--- src/rtl/pe_ctrl_pkg.sv ---
// Shared definitions for the payload engine controller.
//   - state_e : FSM state encoding (3 bits)
//   - NUM_ENG, DRAIN_CYC, LEN_W, TIMEOUT : default configuration constants
//   - res_t   : one packet result {match, len, err} at the default widths
package pe_ctrl_pkg;

    localparam int NUM_ENG   = 64;
    localparam int DRAIN_CYC = 3;
    localparam int LEN_W     = 16;
    localparam int TIMEOUT   = 1024;

    typedef enum logic [2:0] {
        S_IDLE   = 3'd0,
        S_CLEAR  = 3'd1,
        S_STREAM = 3'd2,
        S_DRAIN  = 3'd3,
        S_REPORT = 3'd4
    } state_e;

    typedef struct packed {
        logic [NUM_ENG-1:0] match;
        logic [LEN_W-1:0]   len;
        logic               err;
    } res_t;

endpackage

--- src/rtl/pe_ctrl_res_reg.sv ---
// Result holding register for the payload engine controller.
// Captures one packet result on load_i and presents it with res_valid until
// the downstream aggregator accepts it (res_valid & res_ready).
// Ports:
//   clk, rst_n      : clock, synchronous active-low reset
//   load_i          : capture match_i/len_i/err_i and raise res_valid
//   match_i/len_i/err_i : result being captured
//   res_ready       : downstream accept
//   res_valid/res_match/res_len/res_err : held result
//   hs_o            : handshake completes this cycle
module pe_ctrl_res_reg #(
    parameter int NUM_ENG = pe_ctrl_pkg::NUM_ENG,
    parameter int LEN_W   = pe_ctrl_pkg::LEN_W
) (
    input  logic               clk,
    input  logic               rst_n,
    input  logic               load_i,
    input  logic [NUM_ENG-1:0] match_i,
    input  logic [LEN_W-1:0]   len_i,
    input  logic               err_i,
    input  logic               res_ready,
    output logic               res_valid,
    output logic [NUM_ENG-1:0] res_match,
    output logic [LEN_W-1:0]   res_len,
    output logic               res_err,
    output logic               hs_o
);

    logic               valid_q;
    logic [NUM_ENG-1:0] match_q;
    logic [LEN_W-1:0]   len_q;
    logic               err_q;

    assign hs_o = valid_q & res_ready;

    // NOTE: sequential state uses non-blocking (<=) so every register samples
    // the pre-edge values, independent of statement order.
    always_ff @(posedge clk) begin
        if (!rst_n) begin
            valid_q <= 1'b0;
            match_q <= '0;
            len_q   <= '0;
            err_q   <= 1'b0;
        end else if (load_i && !valid_q) begin
            valid_q <= 1'b1;
            match_q <= match_i;
            len_q   <= len_i;
            err_q   <= err_i;
        end else if (hs_o) begin
            valid_q <= 1'b0;
        end
    end

    assign res_valid = valid_q;
    assign res_match = match_q;
    assign res_len   = len_q;
    assign res_err   = err_q;

endmodule

--- src/rtl/payload_engine_ctrl.sv ---
// Payload engine controller: sequences a bank of NUM_ENG regex NFA engines.
// Per packet: clear engines (eng_sod), stream bytes (eng_byte/eng_en), wait
// DRAIN_CYC cycles for the engine pipeline, latch eng_match and hand one
// result downstream.
// Ports:
//   clk, rst_n                         : clock, synchronous active-low reset
//   in_data/in_valid/in_sop/in_eop     : payload byte stream from the parser
//   in_ready                           : byte accepted when in_valid & in_ready
//   eng_byte/eng_en/eng_sod            : engine bank controls (registered)
//   eng_match                          : sticky engine match bits
//   res_valid/res_ready                : result handshake
//   res_match/res_len/res_err          : packet result
// Optional feature: define PE_CTRL_TIMEOUT_EN to close a packet after TIMEOUT
// stalled cycles in STREAM (result flagged as error, remainder dropped).
module payload_engine_ctrl #(
    parameter int NUM_ENG   = pe_ctrl_pkg::NUM_ENG,
    parameter int DRAIN_CYC = pe_ctrl_pkg::DRAIN_CYC,
    parameter int LEN_W     = pe_ctrl_pkg::LEN_W
`ifdef PE_CTRL_TIMEOUT_EN
    ,
    parameter int TIMEOUT   = pe_ctrl_pkg::TIMEOUT
`endif
) (
    input  logic               clk,
    input  logic               rst_n,
    input  logic [7:0]         in_data,
    input  logic               in_valid,
    input  logic               in_sop,
    input  logic               in_eop,
    output logic               in_ready,
    output logic [7:0]         eng_byte,
    output logic               eng_en,
    output logic               eng_sod,
    input  logic [NUM_ENG-1:0] eng_match,
    output logic               res_valid,
    input  logic               res_ready,
    output logic [NUM_ENG-1:0] res_match,
    output logic [LEN_W-1:0]   res_len,
    output logic               res_err
);
    import pe_ctrl_pkg::*;

    localparam int DCNT_W = (DRAIN_CYC > 1) ? $clog2(DRAIN_CYC) : 1;

    state_e            state_q;
    logic              in_ready_q;
    logic              eng_en_q;
    logic              eng_sod_q;
    logic [7:0]        eng_byte_q;
    logic [LEN_W-1:0]  len_q;
    logic [LEN_W-1:0]  len_d;
    logic [DCNT_W-1:0] drain_q;
    logic              err_q;
    logic              accept;
    logic              idle_take;
    logic              drain_done;
    logic              res_hs;

`ifdef PE_CTRL_TIMEOUT_EN
    localparam int STALL_W = (TIMEOUT > 1) ? $clog2(TIMEOUT) : 1;
    logic [STALL_W-1:0] stall_q;
    logic               drop_q;
`endif

    // Stray bytes in IDLE are swallowed in the same cycle they appear, so that
    // part of in_ready is combinational; the STREAM part is registered.
    assign idle_take  = (state_q == S_IDLE) && in_valid && !in_sop;
    assign in_ready   = in_ready_q || idle_take;
    assign accept     = in_valid && in_ready_q;
    assign len_d      = (&len_q) ? len_q : len_q + 1'b1;
    assign drain_done = (state_q == S_DRAIN) && (drain_q == DCNT_W'(DRAIN_CYC - 1));

    always_ff @(posedge clk) begin
        if (!rst_n) begin
            state_q    <= S_IDLE;
            in_ready_q <= 1'b0;
            eng_en_q   <= 1'b0;
            eng_sod_q  <= 1'b1;   // engines held clear while in reset
            eng_byte_q <= '0;
            len_q      <= '0;
            drain_q    <= '0;
            err_q      <= 1'b0;
`ifdef PE_CTRL_TIMEOUT_EN
            stall_q    <= '0;
            drop_q     <= 1'b0;
`endif
        end else begin
            eng_en_q  <= 1'b0;
            eng_sod_q <= 1'b0;
            case (state_q)
                S_IDLE: begin
                    if (in_valid && in_sop) begin
                        state_q   <= S_CLEAR;
                        eng_sod_q <= 1'b1;
`ifdef PE_CTRL_TIMEOUT_EN
                        drop_q    <= 1'b0;
`endif
                    end else if (in_valid) begin
`ifdef PE_CTRL_TIMEOUT_EN
                        // Tail of a timed-out packet is dropped silently.
                        if (drop_q) begin
                            if (in_eop) drop_q <= 1'b0;
                        end else begin
                            err_q <= 1'b1;
                        end
`else
                        err_q <= 1'b1;
`endif
                    end
                end
                S_CLEAR: begin
                    len_q      <= '0;
                    in_ready_q <= 1'b1;
                    state_q    <= S_STREAM;
`ifdef PE_CTRL_TIMEOUT_EN
                    stall_q    <= '0;
`endif
                end
                S_STREAM: begin
                    if (accept) begin
                        eng_byte_q <= in_data;
                        eng_en_q   <= 1'b1;
                        len_q      <= len_d;
                        // len_q is zero only before the packet's first byte.
                        if (in_sop && (len_q != '0)) err_q <= 1'b1;
                        if (in_eop) begin
                            in_ready_q <= 1'b0;
                            drain_q    <= '0;
                            state_q    <= S_DRAIN;
                        end
`ifdef PE_CTRL_TIMEOUT_EN
                        stall_q <= '0;
                    end else if (stall_q == STALL_W'(TIMEOUT - 1)) begin
                        in_ready_q <= 1'b0;
                        drain_q    <= '0;
                        err_q      <= 1'b1;
                        drop_q     <= 1'b1;
                        state_q    <= S_DRAIN;
                    end else begin
                        stall_q <= stall_q + 1'b1;
`endif
                    end
                end
                S_DRAIN: begin
                    if (drain_done) state_q <= S_REPORT;
                    else            drain_q <= drain_q + 1'b1;
                end
                S_REPORT: begin
                    if (res_hs) begin
                        err_q   <= 1'b0;
                        state_q <= S_IDLE;
                    end
                end
                default: state_q <= S_IDLE;
            endcase
        end
    end

    pe_ctrl_res_reg #(
        .NUM_ENG (NUM_ENG),
        .LEN_W   (LEN_W)
    ) u_res_reg (
        .clk       (clk),
        .rst_n     (rst_n),
        .load_i    (drain_done),
        .match_i   (eng_match),
        .len_i     (len_q),
        .err_i     (err_q),
        .res_ready (res_ready),
        .res_valid (res_valid),
        .res_match (res_match),
        .res_len   (res_len),
        .res_err   (res_err),
        .hs_o      (res_hs)
    );

    assign eng_byte = eng_byte_q;
    assign eng_en   = eng_en_q;
    assign eng_sod  = eng_sod_q;

endmodule

--- config.mk ---
export PLATFORM = sky130hd
export DESIGN_NAME = payload_engine_ctrl
export DESIGN_NICKNAME = d
export VERILOG_FILES = /design/src/rtl/pe_ctrl_pkg.sv /design/src/rtl/pe_ctrl_res_reg.sv /design/src/rtl/payload_engine_ctrl.sv
export SDC_FILE = /design/constraint.sdc
export NUM_CORES = 1
export LEC_CHECK = 0
export CORE_ASPECT_RATIO = 0.8
export CORE_MARGIN = 2
export CORE_UTILIZATION = 38
export CTS_CLUSTER_DIAMETER = 120
export CTS_CLUSTER_SIZE = 30
export DETAILED_ROUTE_END_ITERATION = 10
export PLACE_DENSITY = 0.75
export SYNTH_ARGS = -nofsm -noshare
export SYNTH_HDL_FRONTEND = slang
export SYNTH_SLANG_ARGS = --single-unit
--- constraint.sdc ---
create_clock -name clk -period 2.15 [get_ports clk]
set_input_delay 0.43 -clock clk [delete_from_list [all_inputs] [get_ports clk]]
set_output_delay 0.43 -clock clk [all_outputs]
set_load 0.01 [all_outputs]
==> Yosys cells after proc, flatten, opt, wreduce, memory -nomap -nowiden <==
Index checks and enable logic that the tools add are counted.
{ "word_totals": {"reg_bits": 115, "wordCells": 80} }
{ "op_classes": {"addsub": 2, "n_eq_ne": 15, "mux": 26, "bitwise": 1, "reduce_logical": 24} }
{ "op_table": {"columns": ["op", "count"], "rows": [
  ["$mux W16", 2],
  ["$pmux W16 S2", 1],
  ["$add A16 B1 Y16 const B", 1],
  ["$ne A2 B2 Y1 const B", 8],
  ["$reduce_and A16 Y1", 1],
  ["$reduce_bool A16 Y1", 1],
  ["$mux W3", 5],
  ["$pmux W3 S5", 1],
  ["$mux W1", 11],
  ["$logic_and A1 B1 Y1", 7],
  ["$eq A3 B2 Y1 const B", 2],
  ["$mux W2", 3],
  ["$reduce_and A3 Y1", 2],
  ["$reduce_and A6 Y1", 1],
  ["$reduce_bool A2 Y1", 3],
  ["$reduce_and A5 Y1", 1],
  ["$ne A2 B1 Y1 const B", 2],
  ["$pmux W2 S2", 1],
  ["$reduce_and A2 Y1", 2],
  ["$reduce_and A4 Y1", 1],
  ["$eq A3 B1 Y1 const B", 1],
  ["$eq A3 B3 Y1 const B", 1],
  ["$logic_not A3 Y1", 1],
  ["$pmux W1 S3", 1],
  ["7 further kinds", 8]
]} }

==> Logic depth before layout (Yosys ltp) <==
{ "logic_depth": {"depth_word": 5, "depth_mapped": 8, "depth_no_buf": 7} }

==> By module <==
A second synthesis with hierarchy kept.
{ "hier_totals": {"hier_cells": 561, "hier_area_um2": 5029.8} }
{ "modules_own_cells": {"columns": ["mod", "n_inst", "cells_per_inst", "area_per_inst_um2"], "rows": [
  ["pe_ctrl_res_reg", 1, 356, 3390.8],
  ["payload_engine_ctrl", 1, 205, 1639.1]
]} }

==> Least setup slack after synthesis <==
OpenSTA, ideal clock, no wires.
{ "synth_path": {"kind": "register -> register", "startpoint": "register len_q[0]", "endpoint": "register len_q[15]", "setup_time_ns": 0.116, "arrival_time_ns": 1.612, "required_ns": 2.034, "setup_slack_ns": 0.423, "path_stages_with_launch": 8, "synth_period_minus_slack_ns": 1.727, "cell_sequence": "dfxtp_1 -> ha_1 -> and3_1 -> and4_4 -> buf_6 -> nor4b_4 -> a21oi_1 -> a31o_1"} }
{ "synth_between": {"elab_chain_len": 4} }
{ "synth_lines": {"columns": ["item", "line_no", "text"], "rows": [
  ["start: declaration", "payload_engine_ctrl.sv:50", "logic [LEN_W-1:0] len_q;"],
  ["start signal: assignment", "payload_engine_ctrl.sv:123", "len_q <= len_d;"],
  ["$add A16 B1 Y16", "payload_engine_ctrl.sv:70", "assign len_d = (&len_q) ? len_q : len_q + 1'b1;"],
  ["$mux W16", "payload_engine_ctrl.sv:70", null],
  ["$mux W16", "payload_engine_ctrl.sv:120", "if (accept) begin"],
  ["$pmux W16 S2", "payload_engine_ctrl.sv:90", "case (state_q)"]
]} }
Parallel ways exist; a longest one is shown, timed or not. The select of a mux whose other input is x is not followed.
A chain may end at the register's enable or synchronous reset.

==> Worst setup path in the final report <==
{ "layout_path": {"startpoint": "register state_q[1]", "endpoint": "register len_q[15]"} }
{ "layout_between": {"elab_chain_len": 3} }
{ "layout_lines": {"columns": ["item", "line_no", "text"], "rows": [
  ["start: declaration", "payload_engine_ctrl.sv:45", "state_e state_q;"],
  ["start signal: assignment", "payload_engine_ctrl.sv:75", "state_q <= S_IDLE;"],
  ["start signal: assignment", "payload_engine_ctrl.sv:93", "state_q <= S_CLEAR;"],
  ["start signal: assignment", "payload_engine_ctrl.sv:114", "state_q <= S_STREAM;"],
  ["$eq A3 B2 Y1 / $eq A3 B1 Y1 (equally long branches)", "payload_engine_ctrl.sv:90", null],
  ["$ne A2 B2 Y1 (no source line) / $reduce_bool A2 Y1 (equally long branches)", null, null],
  ["$reduce_and A3 Y1 (no source line)", null, null]
]} }
Parallel ways exist; a longest one is shown, timed or not.

==> out/metrics.csv <==
stage,metric,value,unit
floorplanning,Rows,35,
power_and_ir_drop,Leak Pwr,2.426,nW
route,Via density,4.905,
timing,Final Cycle Share,0.8736,
timing,Max Slew Vio Count,0,
floorplanning,Die ar.,0.01276,mm^2
min_path,Min-Delay Path Class,reg -> reg,
cts,Clock Latency Late Sink,0.40,ns
route,DRC viols,0,
route,1st-pass router iterations,4,
global_route,initial antenna violation count,0,
floorplanning,die height,101.4,um
timing,Hold Slack,0.4523,ns
route,Routed Antenna Nets,0,
cts,clk root buf,clkbuf_16,
run_status,status,"finished, final reports clean",
route,Wirelength per Cell,14.23,um
worst_setup_path,nature of the critical path endpoint,flop,
timing,clock skew,0.008107,ns
finish,Antenna Diode Count,0,
finish,share of layout cells above drive strength 1,0.08470,
finish,final std cells w/o fill,880,
yosys,"Top FF cell, synth",dfxtp_1,
floorplanning,Core ar.,0.01156,mm^2
route,Starting DRT DRC Count,194,
placed_design,dpl cells,848,
yosys,Synth top area share,0.5104,
yosys,asr flop ratio synth,0,
worst_setup_path,CP required,2.44,ns
cts,Worst-path clk slew,0.05,ns
timing,unrepaired setup endpoints after global routing,false,
worst_setup_path,CP startpoint kind,flop,
route,total wire length,12.52,mm
floorplanning,initial core utilization,0.3902,
yosys,"Net Count, Synth",629,
yosys,"Distinct cells, synth",48,
global_route,first-pass GRT wire length,19.64,mm
timing,Tightest Pin Transition,0.5177,ns
yosys,Post-Syn Area,0.004511,mm^2
yosys,Yosys reg bits,115,
route,routed via count,4316,
worst_setup_path,"critical path fanouts, max",6,
worst_setup_path,Setup Crit Path Kind,reg -> reg,
yosys,Mapped Avg Cell Area,8.231,um^2
global_route,global route overflow,0,
worst_setup_path,arrival time worst endpoint,2.17,ns
cts,CTS tree,yes,
timing,"Setup violations, final",0,
finish,nets,800,
cts,clk sinks,115,
power_and_ir_drop,VDD IR-drop max,555.2,uV
cts,CTS Buf Count,17,
yosys,"top cells by area, synth","dfxtp_1, nand2_1, a21oi_1",
global_route,GRT Total Usage,0.1902,
yosys,largest area contributor in the netlist,dfxtp_1,
placed_design,DP Wirelength,8.869,mm
yosys,Post-Syn Instances,548,
yosys,synth cell count leaders,"nand2_1, dfxtp_1, a21oi_1",
timing,Slew Limit Headroom,0.6540,
floorplanning,Die Wd,125.8,um
cts,clock tree buffer depth,2,
global_route,largest net degree at the start of global routing,66,
power_and_ir_drop,PD cells,840.5,mW/mm^2
floorplanning,IO Pins,171,
timing,fmax,532.4,MHz
yosys,Ys Warns,0,
global_route,vias in the first global route,4097,
timing,min Tclk post-route,1.878,ns
placed_design,Final GP Congestion,0.8404,
run,Max Cap Violations,0,
timing,final hold violation count,0,
yosys,leading cell type by number of instances after synthesis,nand2_1,
yosys,"Seq/Total Area, Yosys",0.5104,
finish,P&R area growth vs syn,55.62,%
cts,CTS H-Tree Depth,4,
yosys,number of synthesized flops with an enable pin,0,
placed_design,IO buf count,170,
[final timing paths]
path	from	endpoint	slack [ns]	cells after the start
min reg2reg	u_res_reg.res_len[14]	u_res_reg.res_len[14]	0.45	2
max	state_q[1]	len_q[15]	0.27	5
max reg2reg	state_q[1]	len_q[15]	0.27	5
min	u_res_reg.res_len[14]	u_res_reg.res_len[14]	0.45	2
[per-stage QoR]
| stage | util | TNS, ns | setup WS, ns | instance area (um^2) | total power, mW |
|---|---|---|---|---|---|
| 6_report | 0.6071 | 0 | 0.2717 | 7019 | 5.899 |
| 5_1_grt | 0.6071 | 0 | 0.1480 | 7019 | 6.103 |
| 4_1_cts | 0.6067 | 0 | 0.003117 | 7014 | 5.959 |
| 3_5_place_dp | 0.5498 | -0.04368 | -0.04368 | 6356 | 2.844 |
| 3_3_place_gp | 0.5498 | -0.04483 | -0.04483 | 6356 | 2.829 |
| 2_1_floorplan | - | 0 | 0.4229 | 4511 | 2.547 |
[metal layers]
layer | GRT usage | vias up | wire length, um
met5 | 0 | - | 0
met4 | 0.07861 | 0 | 188
met3 | 0.06973 | 12 | 1010
met2 | 0.3073 | 158 | 5854
met1 | 0.2329 | 1976 | 5466
li1 | - | 2170 | -
[layout by cell type, fill, tap and decap left out, types with 3 or more instances in the layout]
cell / netlist / routed
clkdlybuf4s50_1: 0 / 169
buf_12: 0 / 4
and3_1: 4 / 4
ha_1: 3 / 3
bufinv_16: 0 / 5
clkbuf_1: 12 / 3
nor2_1: 15 / 14
a21oi_1: 98 / 98
buf_4: 0 / 12
nor3b_1: 5 / 4
clkbuf_8: 0 / 3
nand2b_1: 3 / 3
inv_1: 5 / 4
o21ai_0: 3 / 3
xnor2_1: 6 / 6
dfxtp_1: 115 / 115
clkbuf_16: 0 / 17
nor3b_2: 2 / 3
nand3_1: 14 / 14
nand4_1: 5 / 5
nor3_1: 3 / 3
and4_1: 5 / 5
xor2_1: 5 / 5
nand2_1: 191 / 191
[worst max-delay path: stages (launching register included)]
cell and delay [ns]:
dfxtp_1 0.43, nor3b_2 0.36, nand4_2 0.26, nor4b_4 0.39, a21oi_1 0.12, a31o_1 0.20
[cell type report]
class / instances / area, um^2
clock buffer: 23 / 478.0
clock inverter: 9 / 175.2
fill: 1008 / 4542
inverter: 5 / 18.77
multi-input combinational: 394 / 1986
sequential: 115 / 2302
tap: 148 / 185.2
timing repair buffer: 186 / 1874
[sequential cells by signal, summed over array words and instances, names as in the netlist, 2 cells and up]
name                 cells
drain_q                  2
eng_byte                 8
len_q                   16
state_q                  3
u_res_reg.res_len       16
u_res_reg.res_match     64
[logic make-up (layout without fill, tap and decap cells)]
kind of cell,count (synthesis),count (layout),synth area share
DFF,115,115,0.5104
buffers and inverters,39,223,0.05215
xor gates and xnor gates,11,11,0.02136
muxes,1,1,0.003328
and+or+nand+nor,268,268,0.2738
adders and majority gates,3,3,0.008323
AOI/OAI and AO/OA,111,111,0.1307
[report_power, final]
| group | total, mW | internal, mW | switching [mW] | leakage, nW |
|---|---|---|---|---|
| clock network | 3.09 | 2.15 | 0.940 | 0.313 |
| logic | 0.579 | 0.301 | 0.278 | 1.19 |
| registers | 2.24 | 2.18 | 0.0569 | 0.927 |
| total | 5.90 | 4.62 | 1.28 | 2.43 |
[timing repair]
| item | CTS | global route |
|---|---|---|
| setup buffers | 0 | 0 |
| setup endpoints to repair | 1 | 1 |
| gates resized for setup | 1 | 2 |
| hold buffers | 0 | 0 |
Power figures use the tool's default switching activity.
==> edit 1: new RTL, same settings <==
`LEN_W`: 16 -> 8.
--- a/src/rtl/pe_ctrl_pkg.sv
+++ b/src/rtl/pe_ctrl_pkg.sv
@@ -6,7 +6,7 @@
 
     localparam int NUM_ENG   = 64;
     localparam int DRAIN_CYC = 3;
-    localparam int LEN_W     = 16;
+    localparam int LEN_W     = 8;
     localparam int TIMEOUT   = 1024;
 
     typedef enum logic [2:0] {
Ports: changed (resized res_len); port bits go from 171 to 163. The function was not compared with the original's and may differ.
==> edit 1 against the original RTL <==
Clock skew up 0.0032 ns; area after synthesis decreased by 15%; utilization is 0.15 points higher; global-route usage grew 0.32 points; critical path type unchanged; total power down 28%; routed wire length down 16%; setup slack got worse by 0.13 ns; sequential share of layout area rose by 0.67 points; final area decreased by 16%; clock power is 49% lower; non-clock buffer count fell by 9; critical path depth shrank 1; sequential cell count fell by 16; combinational power rose by 22%.
==> edit 1: results (changes against the original RTL) <==
grtUsageMet2: 0.330  # was 0.307
p_switching_mw: 1.09  # was 1.28 mW
synthTopCellsByCount: "nand2_1 (153), dfxtp_1 (99), a21oi_1 (88)"  # was nand2_1 (191), dfxtp_1 (115), a21oi_1 (98)
route.met2.wl_microns: 4890  # was 5850 microns
drt_iter0_drc: 185  # was 194
cts-buffers-inserted: 9  # was 17
clockBufferCount: 10  # was 23
skew_ns: 0.0113  # was 0.00811 ns
p_leak_nw: 2.06  # was 2.43 nW
hp-start: "u_res_reg.res_match[20]"  # was u_res_reg.res_len[14]
comb_power_mw: 0.708  # was 0.579 mW
multi_input_area_share: 0.284  # was 0.283
drive_gt1_frac: 0.0552  # was 0.0847
slew-limit-headroom: 0.612  # was 0.654
dp_hpwl_microns: 7390  # was 8870 microns
seq_cells: 99  # was 115
met3_usage: 0.0652  # was 0.0697
crit_start: "state_q[0]"  # was state_q[1]
m1WireLength_microns: 4440  # was 5470 microns
whs_endpoint: "u_res_reg.res_match[20]"  # was u_res_reg.res_len[14]
nets: 710  # was 800
dp.cells: 754  # was 848
dp_slack_ns: -0.0807  # was -0.0437 ns
clk_share: 0.0494  # was 0.0930
yosysSeqAreaShare: 0.516  # was 0.510
path_max_fanout: 15  # was 6
synthCells: 474  # was 548
buf_share: 0.299  # was 0.267
max_stage_delay_ns: 0.61  # was 0.43 ns
register_area_sq_um: 1980  # was 2300 sq um
htree_num_levels: 3  # was 4
arrival_ns: 2.28  # was 2.17 ns
portBuffers: 162  # was 170
total_power_mw: 4.25  # was 5.90 mW
nNonClkBuffers: 177  # was 186
path_clk_slew_ns: 0.07  # was 0.05 ns
via_count: 3803  # was 4316
gp_congestion: 0.848  # was 0.840
r2r_cells: 4  # was 5
first_pass_iters: 5  # was 4
grt_pass1_wl_microns: 16800  # was 19600 microns
synth_area_leaders: "dfxtp_1 (52%), nand2_1 (15%), a21oi_1 (11%), mux2i_1 (2.6%), buf_2 (2.5%)"  # was dfxtp_1 (51%), nand2_1 (16%), a21oi_1 (11%), buf_6 (2.5%), nand3_1 (1.6%)
syn_nets: 555  # was 629
seqPwrFrac: 0.461  # was 0.379
status: "completed"  # unchanged
seqAreaFraction: 0.335  # was 0.328
==> edit 1: cell types whose count changed in the layout (fill, tap and decap cells not counted), sizes merged, moves of 6 or more <==
cell / change
nand2: -38
dfxtp: -16
clkbuf: -13
a21oi: -10
mux2i: +10
clkdlybuf4s50: -8
nand3: -7
xnor2: -6
==> edit 1: cells by family (layout without fill, tap and decap cells) <==
family / after synthesis / count (layout) / share of synthesized area
and+or+nand+nor: 210 / 210 / 0.241
buffers and inverters: 40 / 200 / 0.0482
muxes: 10 / 10 / 0.0261
adders and majority gates: 3 / 3 / 0.00977
DFF: 99 / 99 / 0.516
AOI/OAI and AO/OA: 112 / 112 / 0.159
==> edit 1: tightest hold or removal path: cells and delay by family, from the launching register on <==
family / cells / cell delay, ns
AO/OA/AOI/OAI: 1 / 0.05
AND/OR/NAND/NOR: 1 / 0.05
flip-flops: 1 / 0.31
==> edit 2: new RTL, config.mk and constraints unchanged <==
Made on the original files. Re-encode `state_e` (5 states) as one-hot, 5 bits wide.
--- a/src/rtl/pe_ctrl_pkg.sv
+++ b/src/rtl/pe_ctrl_pkg.sv
@@ -9,12 +9,12 @@
     localparam int LEN_W     = 16;
     localparam int TIMEOUT   = 1024;
 
-    typedef enum logic [2:0] {
-        S_IDLE   = 3'd0,
-        S_CLEAR  = 3'd1,
-        S_STREAM = 3'd2,
-        S_DRAIN  = 3'd3,
-        S_REPORT = 3'd4
+    typedef enum logic [4:0] {
+        S_IDLE   = 5'b00001,
+        S_CLEAR  = 5'b00010,
+        S_STREAM = 5'b00100,
+        S_DRAIN  = 5'b01000,
+        S_REPORT = 5'b10000
     } state_e;
 
     typedef struct packed {
Function: same outputs for any inputs over 10 cycles, from zero or initial values and one cycle with rst_n low; not proved beyond that.
==> edit 2 against the original RTL <==
Synthesized cell count rose by 4.4%; total power decreased by 4.4%; setup slack got worse by 0.17 ns; final area up 3.1%; area after synthesis increased by 3.0%; critical path depth did not move; routed wire length is 8.0% higher; sequential cell count rose by 2; hold slack got worse by 0.0021 ns; clock skew fell by 0.0014 ns; count of clock-buffer cells in the layout decreased by 6; combinational power shrank 24%; critical path type is now flip-flop to output port; largest power group unchanged; highest routed layer unchanged.
==> edit 2: results (changes against the original RTL) <==
arrival_ns: 1.62  # was 2.17 ns
drive_gt1_frac: 0.0880  # was 0.0847
synth-main-ff-cell: "dfxtp_1"  # unchanged
p_int_mw: 4.38  # was 4.62 mW
vdd_drop_max_uv: 543  # was 555 uV
syn_nets: 653  # was 629
ctsResizeCount: 1  # unchanged
synth_async_sr_flop_share: 0  # unchanged
antenna_found_initial: 0  # unchanged
routed_via_density: 5.14  # was 4.90
dp_hpwl_microns: 9350  # was 8870 microns
dr_wl_met3_microns: 953  # was 1010 microns
met3_usage: 0.0638  # was 0.0697
cts-buffers-inserted: 17  # unchanged
drt_iter0_drc: 270  # was 194
grt_pass1_wl_microns: 20700  # was 19600 microns
nets: 829  # was 800
insertedDiodeCount: 0  # unchanged
multiInputGateArea_sq_um: 2110  # was 1990 sq um
cts.path.max_buffers: 2  # unchanged
cpMaxStageDelayCell: "dfxtp_1"  # unchanged
track_usage: 0.197  # was 0.190
crit_family: "simple AND/OR/NAND/NOR gates"  # unchanged
m1WireLength_microns: 5960  # was 5470 microns
min_path_type: "flip-flop to flip-flop"  # unchanged
path_clk_slew_ns: 0.05  # about the same
root_buffer: "clkbuf_16"  # unchanged
dp_slack_ns: -0.125  # was -0.0437 ns
status: "completed"  # unchanged
synthDistinctLibCells: 50  # was 48
route.met2.wl_microns: 6480  # was 5850 microns
first_pass_iters: 5  # was 4
grtUsageMet2: 0.324  # was 0.307
highest_layer: "met4"  # unchanged
post_cts_buffers: 0  # unchanged
grt_pass1_vias: 4363  # was 4097
synth_area_leaders: "dfxtp_1 (50%), nand2_1 (16%), a21oi_1 (11%), clkbuf_1 (2.1%), mux2i_1 (1.7%)"  # was dfxtp_1 (51%), nand2_1 (16%), a21oi_1 (11%), buf_6 (2.5%), nand3_1 (1.6%)
synth_warnings: 0  # unchanged
max_stage_delay_ns: 0.31  # was 0.43 ns
wl_microns: 13500  # was 12500 microns
portBuffers: 170  # unchanged
path_max_fanout: 2  # was 6
p_leak_nw: 2.45  # was 2.43 nW
htree_num_levels: 4  # unchanged
grtUsageMet1: 0.248  # was 0.233
worst_pin_slew_ns: 0.531  # was 0.518 ns
synthTopCellsByCount: "nand2_1 (202), dfxtp_1 (117), a21oi_1 (103)"  # was nand2_1 (191), dfxtp_1 (115), a21oi_1 (98)
grt_max_degree: 73  # was 66
clock_latency_ns: 0.41
skew_ns: 0.00675  # was 0.00811 ns
yosysSeqAreaShare: 0.504  # was 0.510
nFillCells: 1013  # was 1008
largest_reg_flops: 64  # unchanged
gp_congestion: 0.853  # was 0.840
## edit 2: cell types whose count changed after synthesis, sizes merged, moves of 6 or more
| cell | change |
|---|---|
| nor2 | -16 |
| clkbuf | +15 |
| nand2 | +11 |
| buf | -9 |
| mux2i | +8 |
| nand3 | -8 |
| nor3b | -7 |
| o31ai | +6 |
| xnor2 | -6 |
## edit 2: through the flow
step            util  instance area, sq um  instances
5_1_grt        0.599                  7240        913
6_report       0.599                  7240        913
3_3_place_gp   0.547                  6600        881
4_1_cts        0.599                  7230        913
3_5_place_dp   0.547                  6600        881
2_1_floorplan      -                  4640        572
## edit 2: power by group through the flow
stage               combinational [mW]  clock, mW  sequential (mW)
floorplan                        0.168          0             2.27
global placement                 0.424          0             2.26
detailed placement               0.434          0             2.26
CTS                              0.435       3.02             2.22
global route                     0.471       3.14             2.22
finish                           0.440       2.98             2.22
## edit 2: logic make-up after synthesis
| kind of cell | count (synthesis) | share of synthesized area |
|---|---|---|
| simple gates | 264 | 0.260 |
| fa+ha+maj | 3 | 0.00808 |
| compound gates | 134 | 0.168 |
| flops | 117 | 0.504 |
| buf+inv | 46 | 0.0428 |
| mux | 8 | 0.0172 |
## edit 2: layout make-up
cell class / instances / share of cell area
flip-flops and latches: 117 / 0.324
multi-input cells: 409 / 0.292
repair buffers: 197 / 0.268
clock buffers: 17 / 0.0588
clock inverters: 15 / 0.0284
well taps: 152 / 0.0263
inverters: 6 / 0.00311
## edit 2: final timing paths
kind              slack, ns                 endpoint  cells past startpoint                    start
setup / recovery       0.10                 in_ready                      5               state_q[4]
setup reg to reg       0.17               state_q[1]                      6               drain_q[0]
hold / removal         0.45  u_res_reg.res_match[44]                      2  u_res_reg.res_match[44]
hold reg to reg        0.45  u_res_reg.res_match[44]                      2  u_res_reg.res_match[44]
